`config.mk`:
```
export PLATFORM = sky130hd
export DESIGN_NAME = victim_cache
export DESIGN_NICKNAME = d
export VERILOG_FILES = /design/src/rtl/victim_cache_pkg.sv /design/src/rtl/victim_cache_array.sv /design/src/rtl/victim_cache.sv
export SDC_FILE = /design/constraint.sdc
export NUM_CORES = 2
export LEC_CHECK = 0
export CAP_MARGIN = 0
export CORE_UTILIZATION = 50
export DETAILED_ROUTE_END_ITERATION = 8
export PLACE_DENSITY_LB_ADDON = 0.2
export SLEW_MARGIN = 0
export SYNTH_ARGS = -nofsm -noshare
export SYNTH_HDL_FRONTEND = slang
export SYNTH_SLANG_ARGS = --single-unit
```
`constraint.sdc`:
```
create_clock -name clk -period 18.44 [get_ports clk]
set_clock_uncertainty 0.15 [all_clocks]
set_input_delay 2.766 -clock clk [delete_from_list [all_inputs] [get_ports clk]]
set_output_delay 2.766 -clock clk [all_outputs]
set_load 0.005 [all_outputs]
```
`src/rtl/victim_cache_pkg.sv`:
```
// rtl/victim_cache_pkg.sv - shared types for the victim cache between L1 and L2
package victim_cache_pkg;

   localparam int V_TAG_W = 12;
   localparam int LINE_W  = 128;

   typedef logic [V_TAG_W-1:0] lc3b_v_tag;
   typedef logic [LINE_W-1:0]  lc3b_cache_line;

   typedef enum logic [2:0] {
      IDLE,
      HIT_RESP,
      L2_FETCH,
      WB,
      INSTALL
   } lc3b_vc_state;

   typedef struct packed {
      logic           valid;
      logic           dirty;
      lc3b_v_tag      tag;
      lc3b_cache_line data;
   } lc3b_vc_entry;

   function automatic logic [15:0] line_addr(input lc3b_v_tag tag);
      return {tag, 4'b0000};
   endfunction

endpackage

```
`src/rtl/victim_cache_array.sv`:
```
// rtl/victim_cache_array.sv - victim entry storage with parallel tag match and free-slot search
module victim_cache_array
   import victim_cache_pkg::*;
#(
   parameter int  ENTRIES = 4,
   localparam int IW      = $clog2(ENTRIES)
) (
   input  logic         clk,
   input  logic         rst,
   input  lc3b_v_tag    lookup_tag,
   input  logic         wr_en,
   input  logic [IW-1:0] wr_idx,
   input  lc3b_vc_entry wr_entry,
   input  logic         inv_en,
   input  logic [IW-1:0] inv_idx,
   input  logic [IW-1:0] vic_idx,
   output logic         hit,
   output logic [IW-1:0] hit_idx,
   output lc3b_vc_entry hit_entry,
   output logic         full,
   output logic [IW-1:0] free_idx,
   output lc3b_vc_entry vic_entry
);

   lc3b_vc_entry entries [ENTRIES];

   always_ff @(posedge clk) begin
      if (rst) begin
         for (int i = 0; i < ENTRIES; i++) begin
            entries[i] <= '0;
         end
      end else begin
         if (wr_en) begin
            entries[wr_idx] <= wr_entry;
         end
         if (inv_en) begin
            entries[inv_idx].valid <= 1'b0;
         end
      end
   end

   // Descending scan so the lowest matching / lowest free index wins.
   always_comb begin
      hit      = 1'b0;
      hit_idx  = '0;
      full     = 1'b1;
      free_idx = '0;
      for (int i = ENTRIES - 1; i >= 0; i--) begin
         if (entries[i].valid && (entries[i].tag == lookup_tag)) begin
            hit     = 1'b1;
            hit_idx = IW'(i);
         end
         if (!entries[i].valid) begin
            full     = 1'b0;
            free_idx = IW'(i);
         end
      end
   end

   assign hit_entry = entries[hit_idx];
   assign vic_entry = entries[vic_idx];

endmodule

```
`src/rtl/victim_cache.sv`:
```
// rtl/victim_cache.sv - fully-associative victim buffer: control FSM, FIFO pointer, output registers
module victim_cache
   import victim_cache_pkg::*;
#(
   parameter int ENTRIES = 4
) (
   input  logic          clk,
   input  logic          rst,
   input  logic          l1_read,
   input  logic          l1_write,
   input  logic [15:0]   l1_address,
   input  logic [127:0]  l1_wdata,
   input  logic          l1_dirty,
   output logic [127:0]  l1_rdata,
   output logic          l1_resp,
   output logic          l2_read,
   output logic          l2_write,
   output logic [15:0]   l2_address,
   output logic [127:0]  l2_wdata,
   input  logic [127:0]  l2_rdata,
   input  logic          l2_resp
);

   localparam int IW = $clog2(ENTRIES);

   lc3b_vc_state  state, state_n;
   logic [IW-1:0] ptr;
   lc3b_v_tag     tag;
   logic          offset_unused;

   logic          hit, full, wr_en, inv_en;
   logic [IW-1:0] hit_idx, free_idx, wr_idx;
   lc3b_vc_entry  hit_entry, vic_entry, wr_entry;

   assign tag           = l1_address[15:4];
   assign offset_unused = ^l1_address[3:0];

   victim_cache_array #(.ENTRIES(ENTRIES)) u_array (
      .clk        (clk),
      .rst        (rst),
      .lookup_tag (tag),
      .wr_en      (wr_en),
      .wr_idx     (wr_idx),
      .wr_entry   (wr_entry),
      .inv_en     (inv_en),
      .inv_idx    (hit_idx),
      .vic_idx    (ptr),
      .hit        (hit),
      .hit_idx    (hit_idx),
      .hit_entry  (hit_entry),
      .full       (full),
      .free_idx   (free_idx),
      .vic_entry  (vic_entry)
   );

   always_ff @(posedge clk) begin
      if (rst) begin
         state <= IDLE;
      end else begin
         state <= state_n;
      end
   end

   always_comb begin
      state_n  = state;
      wr_en    = 1'b0;
      wr_idx   = ptr;
      inv_en   = 1'b0;
      wr_entry = '{valid: 1'b1, dirty: l1_dirty, tag: tag, data: l1_wdata};
      case (state)
         IDLE: begin
            if (l1_read) begin
               if (hit) begin
                  inv_en  = 1'b1;
                  state_n = HIT_RESP;
               end else begin
                  state_n = L2_FETCH;
               end
            end else if (l1_write) begin
               if (hit) begin
                  wr_en          = 1'b1;
                  wr_idx         = hit_idx;
                  wr_entry.dirty = hit_entry.dirty | l1_dirty;
                  state_n        = HIT_RESP;
               end else if (!full) begin
                  wr_en   = 1'b1;
                  wr_idx  = free_idx;
                  state_n = HIT_RESP;
               end else begin
                  state_n = vic_entry.dirty ? WB : INSTALL;
               end
            end
         end
         HIT_RESP: state_n = IDLE;
         L2_FETCH: if (l2_resp) state_n = HIT_RESP;
         WB:       if (l2_resp) state_n = INSTALL;
         INSTALL: begin
            wr_en   = 1'b1;
            state_n = IDLE;
         end
         default:  state_n = IDLE;
      endcase
   end

   // HIT_RESP doubles as the one-cycle response slot for hits, in-place writes and L2 fills.
   assign l1_resp  = (state == HIT_RESP) || (state == INSTALL);
   assign l2_read  = (state == L2_FETCH);
   assign l2_write = (state == WB);

   always_ff @(posedge clk) begin
      if (rst) begin
         ptr        <= '0;
         l1_rdata   <= '0;
         l2_address <= '0;
         l2_wdata   <= '0;
      end else begin
         if (state == INSTALL) begin
            ptr <= ptr + 1'b1;
         end
         if (state == IDLE && l1_read && hit) begin
            l1_rdata <= hit_entry.data;
         end else if (state == L2_FETCH && l2_resp) begin
            l1_rdata <= l2_rdata;
         end
         if (state == IDLE && l1_read && !hit) begin
            l2_address <= line_addr(tag);
         end else if (state == IDLE && !l1_read && l1_write && !hit && full && vic_entry.dirty) begin
            l2_address <= line_addr(vic_entry.tag);
            l2_wdata   <= vic_entry.data;
         end
      end
   end

endmodule

```
# Yosys cells after proc, flatten, opt, wreduce, memory -nomap -nowiden
# Memories as Yosys holds them, arrays and structs flattened. A register that Yosys moved wholly into a read port is not among the register bits.
# Cells that the tools add are included.
op_classes:
  bitwise: 2
  n_mux: 62
  addsub: 1
  eq_ne: 11
  n_reduce_logical: 23
ops:
  columns: ["op", "count"]
  rows:
  - ["$mux 142", 2]
  - ["$reduce_or 142->1", 2]
  - ["$mux 128", 2]
  - ["$eq 12x12->1", 4]
  - ["$mux 2", 19]
  - ["$mux 16", 2]
  - ["$mux 1", 28]
  - ["$mux 3", 7]
  - ["$logic_and 1x1->1", 13]
  - ["$pmux 3 s3", 1]
  - ["$eq 3x2->1 const B", 2]
  - ["$ne 2x1->1 const B", 2]
  - ["$reduce_bool 2->1", 2]
  - ["$eq 3x1->1 const B", 1]
  - ["$eq 3x3->1 const B", 1]
  - ["$logic_not 3->1", 1]
  - ["$ne 3x3->1 const B", 1]
  - ["$reduce_and 3->1", 1]
  - ["$add 2x1->2 const B", 1]
  - ["$logic_not 1->1", 2]
  - ["$pmux 1 s2", 1]
  - ["$reduce_and 2->1", 1]
  - ["$logic_or 1x1->1", 1]
  - ["$not 1->1", 1]
  - ["$or 1x1->1", 1]
totals:
  ramBits: 568
  wordCells: 105
  register_bits: 273
  n_memories: 1
mem_list:
  columns: ["memory", "depth", "word_bits", "read_ports", "rd_clocked_by_memory_dff", "wr", "line_no", "text"]
  rows:
  - ["u_array.entries", 4, 142, 6, 1, 4, "victim_cache_array.sv:25", "lc3b_vc_entry entries [ENTRIES];"]

# Logic depth before layout (Yosys ltp)
# An unclocked memory read counts as a cell.
logic_depth:
  depth_word: 17
  ltp_mapped: 12
  ltp_nobuf: 8

# By module
# From an unflattened synthesis, not the netlist that was laid out.
unflattened:
  cells_unflattened: 3354
  area_unflattened_um2: 40819.1
modules_own_cells:
  columns: ["module", "area_per_inst_um2", "cells_each", "instances"]
  rows:
  - ["victim_cache_array", 30012.5, 1957, 1]
  - ["victim_cache", 10806.6, 1397, 1]

# Worst setup path after synthesis
# Ideal clock, no wire load.
synth_path:
  kind: "input-to-reg"
  from: "input l1_address[11]"
  to: "memory u_array.entries[3][0] (netlist name) (enable)"
  required_ns: 17.442
  setup_ns: 0.848
  stages: 9
  t_arrival_ns: 14.767
  slack_ns: 2.675
  cell_sequence: "buf_2 xnor2_1 nand4_1 nor4_4 nor4_1 nor4_1 o21bai_1 buf_2 o31ai_1"
synth_lines:
  columns: ["element", "line_no", "text"]
  rows:
  - ["from (decl)", "victim_cache.sv:11", "input logic [15:0] l1_address,"]
  - ["to (decl)", "victim_cache_array.sv:25", null]

==> flow_summary.json <==
{
  "slew_viol_final": 0,
  "num_vias": 34545,
  "multi_input_area_um2": 15800,
  "rr_endpoint": "u_array.entries[0][67]",
  "wl_mm": 145,
  "cts_buffers": 90,
  "die_h_um": 286,
  "ys_async_sr_fraction_pct": 0,
  "portBuffers": 544,
  "synth_edf_count": 568,
  "period_share_pct": 50.6,
  "syn_area_um2": 40400,
  "worstSetupEndpointType": "register",
  "p_int_uw": 3380,
  "stdcell_count": 5277,
  "regArea_um2": 22600,
  "p_seq_share_pct": 48.4,
  "overflow": 0,
  "routed_via_density": 6.55,
  "rsz0062_at_grt": "false",
  "yosysSeqAreaShare_pct": 55.8,
  "slew_headroom_pct": 21.5,
  "finalHoldViolations": 0,
  "gp_congestion": 0.837,
  "critPathRequiredTime_ns": 18.56,
  "pwr-share-comb_pct": 10.2,
  "syn_area_per_cell_um2": 10.5,
  "leakagePower_uw": 0.0176,
  "dp.cells": 5096,
  "hpwl_mm": 77.8,
  "ant_nets": 0,
  "wl_per_cell_um": 27.5,
  "nNetsFinal": 4416,
  "htreeDepth": 3,
  "crit_arrival_ns": 9.44,
  "cts_setup_buffers": 0,
  "cts_hold_buf": 0,
  "worst_slew_pin_slew_ns": 1.17,
  "clock_latency_ns": 0.66,
  "r2r_cells": 11,
  "clkTransAtPathRegs_ns": 0.06,
  "coreArea_um2": 79500,
  "rr_startpoint": "u_array.entries[0][135]",
  "status": "completed",
  "die-area_um2": 82000,
  "cap_violations": 0,
  "yosys_most_used_dff": "edfxtp_1",
  "cts_tree": "built",
  "ys_warn_count": 0,
  "clockBufferDepth": 3,
  "start_util_pct": 50.9,
  "drc_errors": 0,
  "peakVddDrop_mv": 0.0643,
  "path_class": "primary input to register",
  "ctsResizeCount": 0,
  "switching_share_pct": 25.2,
  "fmax_mhz": 107,
  "power_density_nw_per_um2": 91.6,
  "post_dp_cell_area_um2": 46200,
  "rows": 103,
  "p_sw_uw": 1140,
  "fp.dieW_um": 286,
  "syn_inst": 3852,
  "syn_to_final_growth_pct": 21.8,
  "grt_pass1_wl_mm": 213,
  "synth_cell_types": 50,
  "cts.sinks": 843,
  "drive_gt1_share_pct": 9.66,
  "setup_viol": 0,
  "cp-startpoint": "l1_address[11]",
  "cp-start-kind": "primary input",
  "setup_slack_ns": 9.12,
  "dr.pass1.iters": 6,
  "pre_cts_slack_ns": 8.55,
  "grt_pass1_vias": 33990,
  "ys_seq_elements": 843,
  "cp_max_fo": 134,
  "tns_ns": 0,
  "track_usage_pct": 34.6,
  "final_cell_area_um2": 49300,
  "ios": 553,
  "root_buffer": "clkbuf_16",
  "crit_end": "u_array.entries[0][67]",
  "grt_max_degree": 243,
  "min_path_type": "register to register",
  "nFillCells": 6471,
  "p_clk_share_pct": 41.4,
  "fin_crit_ns": 9.32,
  "antenna_found_initial": 15,
  "r2r_setup_slack_ns": 11.47,
  "drt_iter0_markers": 4302
}
==> critical path, stage by stage <==
cell and delay (ns):
clkdlybuf4s50_1 0.58, xnor2_1 0.29, nand4_1 0.24, nor4_4 0.36, buf_12 0.74, nor4_4 0.17
a221o_1 0.54, inv_6 0.74, nand2b_4 0.56, o21ai_4 1.08, buf_4 0.47, buf_4 0.81
==> metal layers <==
layer	GRT usage, %	wire, µm
met1	44.7	52600
met2	55.9	68100
met3	5.55	16300
met4	19.1	7880
met5	0	27
==> area by class of cell <==
cell class | count | area share (%)
Inverter | 147 | 1.14
Timing Repair Buffer | 601 | 12.0
Clock buffer | 119 | 5.10
Clock inverter | 50 | 1.09
Antenna cell | 12 | 0.0610
Tap cell | 1050 | 2.67
Multi-Input combinational cell | 2455 | 32.1
Sequential cell | 843 | 45.8
==> through the flow <==
| step | util, % | hold WS (ns) | power, µW |
|---|---|---|---|
| floorplan | - | 0.303 | 2450 |
| global placement | 58.1 | 0.292 | 2660 |
| detailed placement | 58.1 | 0.297 | 2670 |
| CTS | 61.9 | 0.305 | 4510 |
| global route | 62.0 | 0.317 | 4620 |
| finish | 62.0 | 0.303 | 4510 |
==> placed cells by master (no fill, tap or decap), types with 5 or more instances in the layout <==
cell	netlist	final
nor3_2	46	48
diode_2	0	12
inv_1	145	145
xnor2_1	49	49
clkbuf_8	0	11
edfxtp_1	568	568
nor3_1	382	380
clkbuf_16	0	92
clkbuf_1	305	16
buf_4	5	53
clkinv_1	1	19
nor4_1	6	5
o21ai_4	0	5
nand3_1	145	145
nand4_1	137	137
o21ai_0	381	378
clkdlybuf4s50_1	0	543
a21boi_0	128	128
o21ai_1	14	12
a22oi_1	12	12
mux4_2	141	141
clkinv_2	0	12
nand2_1	419	417
nor2_1	17	17
and3_1	257	257
bufinv_16	0	8
dfxtp_1	275	273
a21oi_1	277	277
==> worst min-delay path by stage <==
stage | from | endpoint | slack, ns | depth (start not counted)
2_1_floorplan | l2_wdata[0] | l2_wdata[0] | 0.30 | 2
3_3_place_gp | l2_wdata[111] | l2_wdata[111] | 0.29 | 2
6_report | l2_wdata[80] | l2_wdata[80] | 0.30 | 2
5_1_grt | l2_wdata[127] | l2_wdata[127] | 0.32 | 2
4_1_cts | l2_wdata[36] | l2_wdata[36] | 0.30 | 2
3_5_place_dp | l2_wdata[118] | l2_wdata[118] | 0.30 | 2
==> synth_stat cells (2+ instances only) <==
cell      count  area [µm²]
a21boi_0    128         961
a21o_1        3        22.5
a21oi_1     277        1390
a22oi_1      12        90.1
and2_1        2        12.5
and3_1      257        1610
buf_1        11        41.3
buf_2        85         425
buf_4         5        37.5
buf_6         4        45.0
clkbuf_1    305        1140
dfxtp_1     275        5510
edfxtp_1    568       17100
inv_1       145         544
mux4_2      141        3180
nand2_1     419        1570
nand2b_1      2        12.5
nand3_1     145         726
nand4_1     137         857
nor2_1       17        63.8
nor3_1      382        1910
nor3_2       46         460
nor3b_1       2        15.0
nor4_1        6        37.5
nor4_4        3        63.8
o21a_1        2        15.0
o21ai_0     381        1910
o21ai_1      14        70.1
o31ai_1       5        37.5
or4_1         5        37.5
xnor2_1      49         429
==> cells by family (layout without fill, tap and decap cells) <==
family          count (synthesis)  after routing  share of synthesized area, %
mux                           141            141                          7.85
buf+inv                       557            917                          5.55
xor+xnor                       50             50                          1.08
other cells                     1             16                       0.00927
flops                         843            843                          55.8
compound gates                833            833                          11.4
simple gates                 1427           1427                          18.3
==> registers in the layout, summed over array words and instances, names as in the netlist, named ones only <==
name / flops
ptr: 2
l1_rdata: 128
u_array.entries: 568
l2_address: 12
state: 3
l2_wdata: 128
==> power by group through the flow <==
| stage | logic, µW | clock network [µW] | registers (µW) |
|---|---|---|---|
| after floorplan | 220 | 0 | 2230 |
| after global placement | 447 | 0 | 2220 |
| after detailed placement | 448 | 0 | 2220 |
| after CTS | 451 | 1870 | 2180 |
| after global routing | 479 | 1940 | 2190 |
| final | 459 | 1870 | 2190 |
No activity file was read; power rests on OpenSTA's default activity.
